$ cat src/rtl/p_encoder_pkg.sv
// Shared constants and width helpers for the p_encoder leading-one detector.
package p_encoder_pkg;

  localparam int DEFAULT_WIDTH = 8;

  // Index width, never below 1 so a 1-bit index port stays legal.
  function automatic int clog2_safe(input int w);
    return (w < 2) ? 1 : $clog2(w);
  endfunction

  // Power-of-two width the leading-one tree is built on (2**OUT_W).
  function automatic int pad_width(input int w);
    return 1 << clog2_safe(w);
  endfunction

endpackage

$ cat src/rtl/p_encoder_core.sv
// Combinational log-depth leading-one tree: A -> {any_set, idx of highest set bit}.
module p_encoder_core
  import p_encoder_pkg::*;
#(
  parameter  int WIDTH = DEFAULT_WIDTH,
  localparam int OUT_W = clog2_safe(WIDTH)
) (
  input  logic [WIDTH-1:0] A,
  output logic [OUT_W-1:0] idx,
  output logic             any_set
);

  localparam int PAD_W = pad_width(WIDTH);

  logic [PAD_W-1:0] w_pad;

  // Zero padding at the MSB end cannot win over any real bit.
  if (PAD_W > WIDTH) begin : g_pad
    assign w_pad = {{(PAD_W - WIDTH){1'b0}}, A};
  end else begin : g_nopad
    assign w_pad = A;
  end

  // Level l holds PAD_W>>l nodes; node j merges nodes 2j (lower) and 2j+1 (upper) of level l-1.
  for (genvar l = 0; l <= OUT_W; l++) begin : g_lvl
    localparam int N = PAD_W >> l;
    logic [N-1:0]     w_any;
    logic [OUT_W-1:0] w_idx [N];

    for (genvar j = 0; j < N; j++) begin : g_node
      if (l == 0) begin : g_leaf
        assign w_any[j] = w_pad[j];
        assign w_idx[j] = OUT_W'(j);
      end else begin : g_pair
        assign w_any[j] = g_lvl[l-1].w_any[2*j+1] | g_lvl[l-1].w_any[2*j];
        assign w_idx[j] = g_lvl[l-1].w_any[2*j+1] ? g_lvl[l-1].w_idx[2*j+1]
                                                  : g_lvl[l-1].w_idx[2*j];
      end
    end
  end

  assign idx     = g_lvl[OUT_W].w_idx[0];
  assign any_set = g_lvl[OUT_W].w_any[0];

endmodule

$ cat src/rtl/p_encoder.sv
// Registered priority encoder (index of the MSB set in A), 1-cycle latency.
// Optional registered A==0 flag output 'zero' when P_ENCODER_ZERO_FLAG_EN is defined.
module p_encoder
  import p_encoder_pkg::*;
#(
  parameter  int WIDTH = DEFAULT_WIDTH,
  localparam int OUT_W = clog2_safe(WIDTH)
) (
  input  logic             clk,
  input  logic             rst,
  input  logic [WIDTH-1:0] A,
  output logic [OUT_W-1:0] out
`ifdef P_ENCODER_ZERO_FLAG_EN
  ,
  output logic             zero
`endif
);

  logic [OUT_W-1:0] w_idx;
  logic             w_any_set;
  logic [OUT_W-1:0] r_out;

  p_encoder_core #(.WIDTH(WIDTH)) u_core (
    .A       (A),
    .idx     (w_idx),
    .any_set (w_any_set)
  );

  // NOTE: sequential state uses non-blocking assignments so every register samples pre-edge values.
  always_ff @(posedge clk) begin
    if (rst) begin
      r_out <= '0;
    end else begin
      r_out <= w_any_set ? w_idx : '0;
    end
  end

  assign out = r_out;

`ifdef P_ENCODER_ZERO_FLAG_EN
  logic r_zero;

  // Resets to 1 so the pair {out=0, zero=1} reads as "no bit set".
  always_ff @(posedge clk) begin
    if (rst) begin
      r_zero <= 1'b1;
    end else begin
      r_zero <= ~w_any_set;
    end
  end

  assign zero = r_zero;
`endif

endmodule

$ cat config.mk
export PLATFORM = sky130hd
export DESIGN_NAME = p_encoder
export DESIGN_NICKNAME = d
export VERILOG_FILES = /design/src/rtl/p_encoder_pkg.sv /design/src/rtl/p_encoder_core.sv /design/src/rtl/p_encoder.sv
export SDC_FILE = /design/constraint.sdc
export NUM_CORES = 1
export LEC_CHECK = 0
export ABC_AREA = 1
export CORE_AREA = 4 4 41 43
export DETAILED_ROUTE_END_ITERATION = 8
export DIE_AREA = 0 0 45 47
export HOLD_SLACK_MARGIN = 0.03
export PLACE_DENSITY = 0.37
export REMOVE_ABC_BUFFERS = 1
export SYNTH_ARGS = -nofsm -noshare
export SYNTH_HDL_FRONTEND = slang
export SYNTH_SLANG_ARGS = --single-unit
$ cat constraint.sdc
create_clock -name clk -period 1.8 [get_ports clk]
set_input_delay 0.45 -clock clk [delete_from_list [all_inputs] [get_ports clk]]
set_output_delay 0.45 -clock clk [all_outputs]
set_load 0.01 [all_outputs]
Word-level counts from Yosys, hierarchy flattened
Cells that the tools add are included.

word-level totals
  output and inout port bits = 3
  bits in registers = 3
  logic and storage cells = 17

operators by class
  bitwise operators = 8
  muxes and demuxes = 7
  reductions and logical operators = 1

operators with widths
  kind              count
  $mux W3           3
  $or A1 B1 Y1      7
  $mux W1           4
  $reduce_or A2 Y1  1
  $not A1 Y1        1

Depth between registers and ports, before layout
Gate-level depths: netlist of the first run.

  word-level depth = 5
  depth in mapped cells = 5
  depth with buffers taken out = 5

By module
Synthesis of the first run repeated with hierarchy kept, for this count alone.

second synthesis, totals
  cells, all modules = 28
  area total of the unflattened synthesis = 171.4 µm²

modules (own cells, without submodules)
  module          cells each  area each (µm²)  instances
  p_encoder       11          92.6             1
  p_encoder_core  17          78.8             1

Worst setup path before layout of the first run
Ideal clock, no wire load.

  kind = input -> register
  start = input A[6]
  end = register r_out[0] (netlist: out[0])
  library setup time = 0.118 ns
  data required time = 1.682 ns
  path buffers = 0
  stages = 4
  arrival = 0.888 ns
  slack = 0.794 ns
  cells stage by stage = nor2_2 -> nand2_2 -> o21bai_1 -> nor2_1

on the way
  cells in the longest elaborated chain, start to end = 5
  elaborated cells on any way between the ends = 7
  those cells by class = mux: 2; bitwise: 4; reduce/logical: 1

RTL lines
  what                        line                  text
  start: declaration          p_encoder.sv:11       input logic [WIDTH-1:0] A,
  $or A1 B1 Y1 (*)            p_encoder_core.sv:35  assign w_any[j] = g_lvl[l-1].w_any[2*j+1] | g_lvl[l-1].w_any[2*j];
  $or A1 B1 Y1 (2 in a row)   p_encoder_core.sv:35
  $not A1 Y1 (no line)        -
  $reduce_or A2 Y1 (no line)  -
  end signal: assignment      p_encoder.sv:34       r_out <= w_any_set ? w_idx : '0;
  end: declaration            p_encoder.sv:21       logic [OUT_W-1:0] r_out;

Every way passes the cells marked *; elsewhere a longest branch is shown, timed or not.
A chain may end at the register's enable or synchronous reset.

Worst setup path after layout of the first run
  start = register r_out[0] (netlist: out[0])
  end = output out[0]

RTL lines
  what              line             text
  end: declaration  p_encoder.sv:12  output logic [OUT_W-1:0] out

No word-level cell between the ends.

==> results_dict.tcl, run 1 <==
set metrics [dict create \
    grtUsageTotal 0.0403 \
    fin_ws_ns 0.303 \
    io_buffer_count 12 \
    grt_first_pass_wirelength_um 565 \
    hold_buffers 0 \
    cts.sinks 3 \
    drtPass1Iterations 1 \
    fin_setup_tns_ns 0 \
    power.density_mw_per_mm2 748 \
    gp_congestion 0.771 \
    yosysTopAreaCellShare 0.410 \
    ant_nets 0 \
    synth-xor-area-share 0 \
    synthMuxAreaShare 0 \
    path_class "flop to primary output" \
    die-height_um 47 \
    cp_slowest_cell "clkdlybuf4s50_1" \
    wire_per_inst_um 6.87 \
    cpPeakStageDelay_ns 0.52 \
    cp-end-kind "primary output" \
    syn2layout_area_growth_pct 113 \
    num-fill-cells 151 \
    worstHoldPathType "primary input to flop" \
    path_buf_inv 1 \
    clockBufferDepth 2 \
    required_ns 1.35 \
    clk_pin_slew_ns 0.04 \
    worst_pin_slew_ns 0.173 \
    hpwlAfterDp_um 325 \
    path_cells "clkdlybuf4s50_1" \
    yosys-top-cells-area "dfxtp_1 41%, nor2_1 23%, inv_1 7.7%, nand2_1 7.7%, a21oi_1 6.8%" \
    hold_viol_final 0 \
    yosysTopAreaCell "dfxtp_1" \
    multi_input_area_um2 75.1 \
    cts_tree "built" \
    synth.distinct_cells 8 \
    drc 0 \
    ys_seq_area_frac 0.410 \
    max_slew_margin 0.884 \
    grt_pass1_vias 178 \
    io_pins 13 \
    pwr-share-clk 0.496 \
    finalWirelength_um 371 \
    dieArea_mm2 0.00212 \
    antenna_found_initial 0 \
    synth_compound_area_frac 0.120 \
    yosysWarningCount 0 \
    root_buffer "clkbuf_4" \
    rsz0062_at_grt "no" \
    detail_route.vias_per_cell 3.26 \
    drtIter0Drc 0 \
    nets 50 \
    seq_power_share 0.310 \
    initial_core_util 0.112 \
    dr_total_vias 176 \
    ys_ff_latch 3 \
    cts_made_buffers 3 \
    synth_top_family_by_area "simple AND/OR/NAND/NOR gates" \
    synthSimpleGateAreaFrac 0.393 \
    cts-resized-gates 0 \
    critical_path.max_fanout 1 \
    core_area_mm2 0.00130 \
    diodes 0 \
    grt_overflow 0 \
    slew_viol_final 0 \
    cap_viol_max_count 0 \
    syn_inst 23 \
    min_period_ns 1.50 \
    fmax_mhz 668 \
    power_switching_w 0.0000489 \
    comb_power_share 0.194 \
    critical-path-top-delay-family "buffers and inverters" \
    synthAdderAreaFrac 0 \
    cts_setup_buffers 0 \
    peakVddDrop_mv 0.137 \
    post-place-ws_ns 0.280 \
    fp-row-count 13 \
    avgSynthCellArea_um2 6.36 \
    crit_arrival_ns 1.05 \
    h-tree-depth 1 \
    synth_area_um2 146 \
    drive_gt1_frac 0.128 \
    swShare 0.210 \
    internal_power_w 0.000184 \
    startpoint_type "flop" \
    timing.final.crit_share 0.831 \
    power_leakage_nw 0.133 \
    regArea_um2 60.1 \
    largest_register_ffs 3 \
    grt_max_degree 5 \
    setup_viol 0 \
    status "complete, no violations" \
    die_w_um 45 \
]
## layout by cell type (no fill, tap or decap), drive strengths merged
| cell type | n |
|---|---|
| a21oi | 2 |
| clkbuf | 4 |
| clkdlybuf4s50 | 12 |
| dfxtp | 3 |
| inv | 3 |
| nand2 | 4 |
| nor2 | 10 |
| o21bai | 1 |
## stage by stage
stage                     total power, W  instance area [um2]  instances   util  hold WS (ns)
after floorplan                0.0000877                  146         23      -         0.519
after global placement          0.000119                  285         50  0.219          1.04
after detailed placement        0.000119                  285         50  0.219          1.05
after CTS                       0.000241                  312         54  0.239         0.797
after global routing            0.000245                  312         54  0.239         0.831
final                           0.000233                  312         54  0.239         0.803
## routing by layer
metal / routed length, um / GRT usage
met1: 137 / 0.0386
met2: 198 / 0.0621
met3: 34 / 0
met4: 0 / 0.0702
met5: 0 / 0
## power groups by stage
stage | registers [W] | logic, W | clock network [W]
5_1_grt | 0.0000727 | 0.0000499 | 0.000123
4_1_cts | 0.0000723 | 0.0000459 | 0.000123
6_report | 0.0000723 | 0.0000452 | 0.000115
3_3_place_gp | 0.0000733 | 0.0000455 | 0
3_5_place_dp | 0.0000734 | 0.0000459 | 0
2_1_floorplan | 0.0000759 | 0.0000118 | 0
## worst paths after layout
path,startpoint,endpoint,slack [ns],depth (start not counted)
min,rst,out[2]$_SDFF_PP0_,0.80,2
max,out[0]$_SDFF_PP0_,out[0],0.30,1
## cell families after synthesis
| kind of cell | after synthesis |
|---|---|
| AND/OR/NAND/NOR | 14 |
| buffers and inverters | 3 |
| AO/OA/AOI/OAI | 3 |
| flip-flops | 3 |
## Yosys cell counts
cell      number
o21bai_1       1
a21oi_1        2
inv_1          3
nor2_2         1
nand2_2        1
nor2_1         9
dfxtp_1        3
nand2_1        3
## final cells by class
cell class,count,area share
Sequential cell,3,0.193
Multi-Input combinational cell,17,0.241
Tap cell,15,0.0602
Clock buffer,4,0.0843
Inverter,3,0.0361
Timing Repair Buffer,12,0.386
Power figures use the tool's default switching activity.
==> run 2, diff against run 1 <==
==> constraint.sdc (replaced) <==
create_clock -name clk -period 1.4 [get_ports clk]
set_input_delay 0.35 -clock clk [delete_from_list [all_inputs] [get_ports clk]]
set_output_delay 0.35 -clock clk [all_outputs]
set_load 0.01 [all_outputs]
==> run 2 against run 1 <==
Utilization decreased by 0.29 points; total power increased by 27%; flip-flop and latch count unchanged; non-clock buffer count unchanged; largest cell class unchanged.
==> results_dict.tcl, run 2 (synthesis results as in run 1) <==
set metrics [dict create \
    root_buffer "clkbuf_4" \
    gp_congestion 0.761 \
    cp-end-kind "flop" \
    drc 0 \
    drtPass1Iterations 2 \
    internal_power_w 0.000233 \
    setup_viol 0 \
    hold_buffers 0 \
    dr_total_vias 191 \
    hold_path_depth 2 \
    initial_core_util 0.112 \
    power_leakage_nw 0.139 \
    path_class "primary input to flop" \
    diodes 0 \
    fp-row-count 13 \
    clk_pin_slew_ns 0.04 \
    rsz0062_at_grt "no" \
    largest_register_ffs 3 \
    clockBufferDepth 2 \
    slew_viol_final 0 \
    multi_input_area_um2 75.1 \
    required_ns 1.51 \
    worstHoldPathType "primary input to flop" \
    cts_setup_buffers 0 \
    grt_pass1_vias 212 \
    crit_arrival_ns 1.27 \
    cts_tree "built" \
    io_buffer_count 12 \
    dieArea_mm2 0.00212 \
    post-place-ws_ns -0.00910 \
    cts.sinks 3 \
    h-tree-depth 1 \
    max_slew_margin 0.889 \
    comb_power_share 0.184 \
    finalWirelength_um 394 \
    worst_pin_slew_ns 0.166 \
    grt_first_pass_wirelength_um 634 \
    timing.final.crit_share 0.828 \
    cts-resized-gates 3 \
    pwr-share-clk 0.503 \
    nets 50 \
    status "complete, no violations" \
    final_cell_mix "9 x nor2_1, 9 x clkdlybuf4s50_1" \
    min_period_ns 1.16 \
    final_util 0.237 \
    grt_max_degree 5 \
    power_switching_w 0.0000635 \
    regArea_um2 60.1 \
    power.density_mw_per_mm2 962 \
    fmax_mhz 863 \
    whs_ns 0.687 \
    fin_ws_ns 0.241 \
    cap_viol_max_count 0 \
    seq_power_share 0.313 \
    wire_per_inst_um 7.30 \
    grtUsageTotal 0.0434 \
    hold_viol_final 0 \
    io_pins 13 \
    drtIter0Drc 3 \
    critical_path.max_fanout 4 \
    cts_made_buffers 3 \
    detail_route.vias_per_cell 3.54 \
    die_w_um 45 \
    grt_overflow 0 \
    drive_gt1_frac 0.128 \
    peakVddDrop_mv 0.192 \
    die-height_um 47 \
    core_area_mm2 0.00130 \
    ant_nets 0 \
    dp.cells 50 \
    num-fill-cells 156 \
    fin_cells 54 \
    antenna_found_initial 0 \
    startpoint_type "primary input" \
    syn2layout_area_growth_pct 110 \
    swShare 0.214 \
]
[run 2: worst paths after layout]
kind,from,end
min,rst,out[2]$_SDFF_PP0_
max,A[6],out[0]$_SDFF_PP0_
[run 2: power by group through the flow]
stage	Sequential [W]	Clock [W]	Combinational [W]
2_1_floorplan	0.0000976	0	0.0000151
3_3_place_gp	0.0000943	0	0.0000584
3_5_place_dp	0.0000945	0	0.0000590
4_1_cts	0.0000929	0.000158	0.0000552
5_1_grt	0.0000932	0.000156	0.0000604
6_report	0.0000928	0.000149	0.0000544
[run 2: layout make-up]
cell class              instances  share of cell area
clock buffers                   4              0.0854
inverters                       3              0.0366
multi-input cells              17               0.244
flip-flops and latches          3               0.195
well taps                      15              0.0610
repair buffers                 12               0.378
[run 2: worst max-delay path, cell delays in order]
cell	delay, ns
clkdlybuf4s50_1	0.42
nor2_2	0.18
nand2_2	0.08
o21bai_1	0.18
nor2_1	0.07
[run 2: per-layer routing]
layer  up-vias  wire, um  track usage
li1        101         -            -
met1        82       156       0.0385
met3         0        34            0
met5         -         0            0
met4         0         0       0.0702
met2         8       204       0.0734
[run 2: stage by stage]
stage | total power, W | instance area (um2) | setup TNS, ns
after global routing | 0.000310 | 308 | 0
final | 0.000296 | 308 | 0
after floorplan | 0.000113 | 146 | 0
after CTS | 0.000306 | 308 | 0
after global placement | 0.000153 | 285 | 0
after detailed placement | 0.000153 | 285 | -0.00910
